`src/rtl/regfile_sb.sv`:
```
// regfile_sb: parametrised register file with a per-register busy scoreboard.
// Combinational reads (optionally forwarding same-cycle write data), writes and
// scoreboard updates on the rising clock edge, synchronous active-high reset.
//
// Ports:
//   clk, reset          clock, synchronous active-high reset
//   ra / rd / rbusy     NREAD read ports (flat: port i at [i*AW +: AW] etc.)
//   we / wa / wd        writeback port; also clears the busy bit of wa
//   iss_en / iss_a      issue of an instruction that will write iss_a (sets busy)
//   iss_conflict        issue targets a register still busy (WAW)
//   busy_cnt            number of registers currently marked busy

// One read port: address decode, zero register, bypass and busy lookup.
module regfile_sb_rport #(
    parameter int WIDTH    = 32,
    parameter int DEPTH    = 32,
    parameter int AW       = 5,
    parameter int ZERO_REG = 1,
    parameter int BYPASS   = 1
) (
    input  logic [AW-1:0]                 ra,
    input  logic [DEPTH-1:0][WIDTH-1:0]   mem,
    input  logic [DEPTH-1:0]              busy,
    input  logic                          we,
    input  logic [AW-1:0]                 wa,
    input  logic [WIDTH-1:0]              wd,
    output logic [WIDTH-1:0]              rd,
    output logic                          rbusy
);
    localparam logic [AW:0] DEPTH_W = (AW+1)'(DEPTH);

    // Extra top bit keeps the range check meaningful for power-of-2 depths.
    logic ra_ok;
    assign ra_ok = {1'b0, ra} < DEPTH_W;

    always_comb begin
        rd    = '0;
        rbusy = 1'b0;
        if (!ra_ok || (ZERO_REG != 0 && ra == '0)) begin
            rd    = '0;
            rbusy = 1'b0;
        end else if (BYPASS != 0 && we && wa == ra) begin
            // Data is forwarded this cycle, so the reader need not wait.
            rd    = wd;
            rbusy = 1'b0;
        end else begin
            rd    = mem[ra];
            rbusy = busy[ra];
        end
    end
endmodule

module regfile_sb #(
    parameter int WIDTH    = 32,
    parameter int DEPTH    = 32,
    parameter int NREAD    = 2,
    parameter int ZERO_REG = 1,
    parameter int BYPASS   = 1,
    parameter int AW       = $clog2(DEPTH)
) (
    input  logic                    clk,
    input  logic                    reset,
    input  logic [NREAD*AW-1:0]     ra,
    output logic [NREAD*WIDTH-1:0]  rd,
    output logic [NREAD-1:0]        rbusy,
    input  logic                    we,
    input  logic [AW-1:0]           wa,
    input  logic [WIDTH-1:0]        wd,
    input  logic                    iss_en,
    input  logic [AW-1:0]           iss_a,
    output logic                    iss_conflict,
    output logic [AW:0]             busy_cnt
);
    localparam logic [AW:0] DEPTH_W = (AW+1)'(DEPTH);

    logic [DEPTH-1:0][WIDTH-1:0] mem;
    logic [DEPTH-1:0]            busy_q;

    // Qualified write / issue: in range and not the hardwired zero register.
    logic wr_ok, set_ok, same_a, inc, dec;
    assign wr_ok  = we && ({1'b0, wa} < DEPTH_W) && !(ZERO_REG != 0 && wa == '0);
    assign set_ok = iss_en && ({1'b0, iss_a} < DEPTH_W) && !(ZERO_REG != 0 && iss_a == '0);
    assign same_a = (wa == iss_a);

    // A register being written this cycle is not a conflict for a new writer.
    assign iss_conflict = set_ok && busy_q[iss_a] && !(we && same_a);

    // Incremental count: a set of an idle bit adds one; a clear of a busy bit
    // removes one unless a set to the same register wins in the same cycle.
    assign inc = set_ok && !busy_q[iss_a];
    assign dec = wr_ok && busy_q[wa] && !(set_ok && same_a);

    always_ff @(posedge clk) begin
        if (reset) begin
            mem      <= '0;
            busy_q   <= '0;
            busy_cnt <= '0;
        end else begin
            if (wr_ok)  mem[wa]       <= wd;
            if (wr_ok)  busy_q[wa]    <= 1'b0;
            if (set_ok) busy_q[iss_a] <= 1'b1;  // later assignment: set wins
            busy_cnt <= busy_cnt + (AW+1)'(inc) - (AW+1)'(dec);
        end
    end

    for (genvar i = 0; i < NREAD; i++) begin : g_rport
        regfile_sb_rport #(
            .WIDTH(WIDTH), .DEPTH(DEPTH), .AW(AW),
            .ZERO_REG(ZERO_REG), .BYPASS(BYPASS)
        ) u_rport (
            .ra    (ra[i*AW +: AW]),
            .mem   (mem),
            .busy  (busy_q),
            .we    (we),
            .wa    (wa),
            .wd    (wd),
            .rd    (rd[i*WIDTH +: WIDTH]),
            .rbusy (rbusy[i])
        );
    end
endmodule

```
`config.mk`:
```
export PLATFORM = sky130hd
export DESIGN_NAME = regfile_sb
export DESIGN_NICKNAME = d
export VERILOG_FILES = /design/src/rtl/regfile_sb.sv
export SDC_FILE = /design/constraint.sdc
export NUM_CORES = 2
export LEC_CHECK = 0
export CAP_MARGIN = 20
export CELL_PAD_IN_SITES_DETAIL_PLACEMENT = 0
export CELL_PAD_IN_SITES_GLOBAL_PLACEMENT = 2
export CORE_MARGIN = 10
export CORE_UTILIZATION = 25
export DETAILED_ROUTE_END_ITERATION = 8
export MAX_ROUTING_LAYER = met4
export PLACE_DENSITY_LB_ADDON = 0.1
export SLEW_MARGIN = 40
export SYNTH_ARGS = -nofsm -noshare
export SYNTH_HDL_FRONTEND = slang
export SYNTH_SLANG_ARGS = --single-unit
```
`constraint.sdc`:
```
create_clock -name clk -period 10.6 [get_ports clk]
set_clock_uncertainty 0.2 [all_clocks]
set_input_delay 2.12 -clock clk [delete_from_list [all_inputs] [get_ports clk]]
set_output_delay 2.12 -clock clk [all_outputs]
set_load 0.02 [all_outputs]
```
==> metrics.md <==
| Metric | Value |
|---|---|
| Outcome | finished, final reports clean |
| RePlAce Congestion | 0.825 |
| Worst path arrival time | 6.40 ns |
| Clock share of power | 48.7% |
| Final total power | 9.94 mW |
| Cell Rows | 172 |
| H-Tree Depth | 4 |
| Initial DRC count | 5055 |
| Cell count after synthesis | 6351 |
| CTS Buffer Depth | 3 |
| Reg power frac | 40.8% |
| Req. time, crit path | 8.28 ns |
| Port Buffer Count | 128 |
| Die area | 239000 sq um |
| Min-Delay Path Class | flop to flop |
| Worst-Margin Slew | 0.960 ns |
| Synth Register Bits | 1062 |
| Via density | 5.45 |
| Num Clock Sinks | 1062 |
| Drt total wl | 305000 microns |
| Synth top cells by count | nand2_1, dfxtp_1, a21oi_1 |
| DRC violations left | 0 |
| First-pass GRT wire length | 419000 microns |
| Crit Path Max Fanout | 22 |
| Synthesis-to-finish area growth | 15.4% |
| Cts hold-fix bufs | 0 |
| Tcrit/Tclk final | 82.2% |
| CTS Buf Count | 141 |
| Largest net degree at the start of global routing | 154 |
| Pre-CTS setup slack | 1.85 ns |
| Seq/Total Area, Yosys | 38.7% |
| Number of gates resized after CTS | 0 |
| Final count of pins violating max slew | 0 |
| Initial core utilization | 25.1% |
| Clock transition at path regs | 0.05 ns |
| Dpl cell area | 59000 sq um |
| DRT antenna net count | 0 |
| Ranking of synthesized cells by area | dfxtp_1, mux4_2, nand2_1 |
| Setup crit end kind | output pin |
| Avg Cell Area, Syn | 8.66 sq um |
| LEAKAGE | 20.3 nW |
| Total I/O pin count | 129 |
| Die width | 489 microns |
| CTS tree | yes |
| Core Util, Final | 28.9% |
| Switching power | 2.78 mW |
| Core Box Area | 219000 sq um |
| Endpoints failing setup | 0 |
| Number of global-route vias before repair | 47627 |
| Drt wl/cell | 33.5 microns |
| Final hold violation count | 0 |
| Syn nets | 6414 |
| DRT Pass-1 Iters | 6 |
| Net Sw Frac | 27.9% |
| Ys flop type | dfxtp_1 |
| Synth top area share | 38.7% |
| Worst relative slew slack | 36.0% |
| Yosys warns | 0 |
| Pwr Density | 157 nW/um^2 |
| Share of layout cells above drive strength 1 | 14.7% |
| Setup ws final | 1.88 ns |
| Worst setup SP type | input port |
| Setup TNS | 0 ns |
| Die H | 489 microns |
| Max rail drop VDD | 131 uV |
| Gate power share | 10.5% |
| Gr ovfl total | 0 |
| Yosys cell types | 62 |
| Fmax | 0.115 GHz |
| P_int | 7.16 mW |
| Leading area contributor after synthesis | dfxtp_1 |
| Layout Nets | 6197 |
| Max Cap Viol | 0 |
| Clk_lat worst skew | 0.80 ns |
| Minimum hold slack | 0.262 ns |
| RSZ-0062 raised after global routing | no |
| Via Count | 49645 |
| Design Area, Final | 63500 sq um |
| EDFF count, synth | 0 |
| Fin crit period | 8.72 ns |
| Setup Fix Bufs, Post-CTS | 0 |
| Clock Tree Root | clkbuf_16 |
| Non-Filler Instances | 9111 |
| Dpl hpwl | 182000 microns |
| Synth Cell Area | 55000 sq um |
| Async SR Flop Fraction | 0% |
| Cell count after placement | 8862 |
| Top-count cell post-synth | nand2_1 |
| Total GRT Usage | 25.6% |
| Initial antenna violation count | 11 |
| Critical path class | input port to output pin |
logic make-up (layout without fill, tap and decap cells):
logic type	count (synthesis)	after routing	synth area share [%]
and+or+nand+nor	2396	2396	17.1
AOI/OAI and AO/OA	1479	1479	15.7
DFF	1062	1062	38.7
muxes	703	703	22.3
buffers and inverters	685	570	5.82
xor gates and xnor gates	19	19	0.303
adders and majority gates	7	7	0.173
other	0	4	0
path summary, 6_finish.rpt:
path | start | endpoint | slack (ns) | cells after the start
setup reg to reg | busy_q[23] | busy_cnt[5] | 6.94 | 13
setup / recovery | wa[0] | rd[42] | 1.88 | 8
hold / removal | mem[599] | mem[599] | 0.26 | 2
hold reg to reg | mem[599] | mem[599] | 0.26 | 2
flip-flops by register name, summed over array words and instances (netlist names):
name / count
busy_q: 32
mem: 1024
busy_cnt: 6
power by group through the flow:
stage	clock network, mW	logic, mW	registers, mW
2_1_floorplan	0	0.582	4.14
3_3_place_gp	0	1.04	4.14
3_5_place_dp	0	1.05	4.14
4_1_cts	4.95	1.05	4.06
5_1_grt	5.09	1.09	4.06
6_report	4.84	1.04	4.06
worst max-delay path: stages:
cell             delay, ns
clkdlybuf4s50_1       0.65
buf_4                 0.35
xnor2_1               0.12
nand4_1               0.32
or2_2                 0.75
nand3_1               0.80
o221ai_1              0.56
clkdlybuf4s50_1       0.70
layer usage:
metal	track usage [%]	vias to the layer above	wire (microns)
met2	40.9	1771	144000
met3	3.29	379	16700
li1	-	21905	-
met5	-	-	0
met1	33.9	25590	135000
met4	7.03	0	9120
area by class of cell:
class | instances | area, sq um
Sequential cell | 1062 | 21300
Timing Repair Buffer | 315 | 3110
Clock inverter | 27 | 272
Clock buffer | 218 | 4220
Multi-Input combinational cell | 4604 | 31000
Tap cell | 2871 | 3590
Antenna cell | 4 | 10.0
Inverter | 10 | 40.0
Fill cell | 22853 | 156000
cell usage in the layout (no fill, tap or decap), drive strengths merged, types with 8 or more instances in the layout:
cell type / count
clkdlybuf4s50: 114
a221oi: 37
and3: 24
a22o: 8
a32o: 29
a21oi: 1039
a211oi: 49
inv: 19
o22ai: 56
a22oi: 148
mux4: 415
clkbuf: 219
dfxtp: 1062
a221o: 12
o221ai: 35
nor2b: 45
nor2: 108
nor3b: 9
xnor2: 12
a211o: 12
nand2: 2123
o211ai: 13
nand3: 25
mux2i: 282
clkinv: 13
o21ai: 22
buf: 200
nor3: 17
No activity file was read; power rests on OpenSTA's default activity.
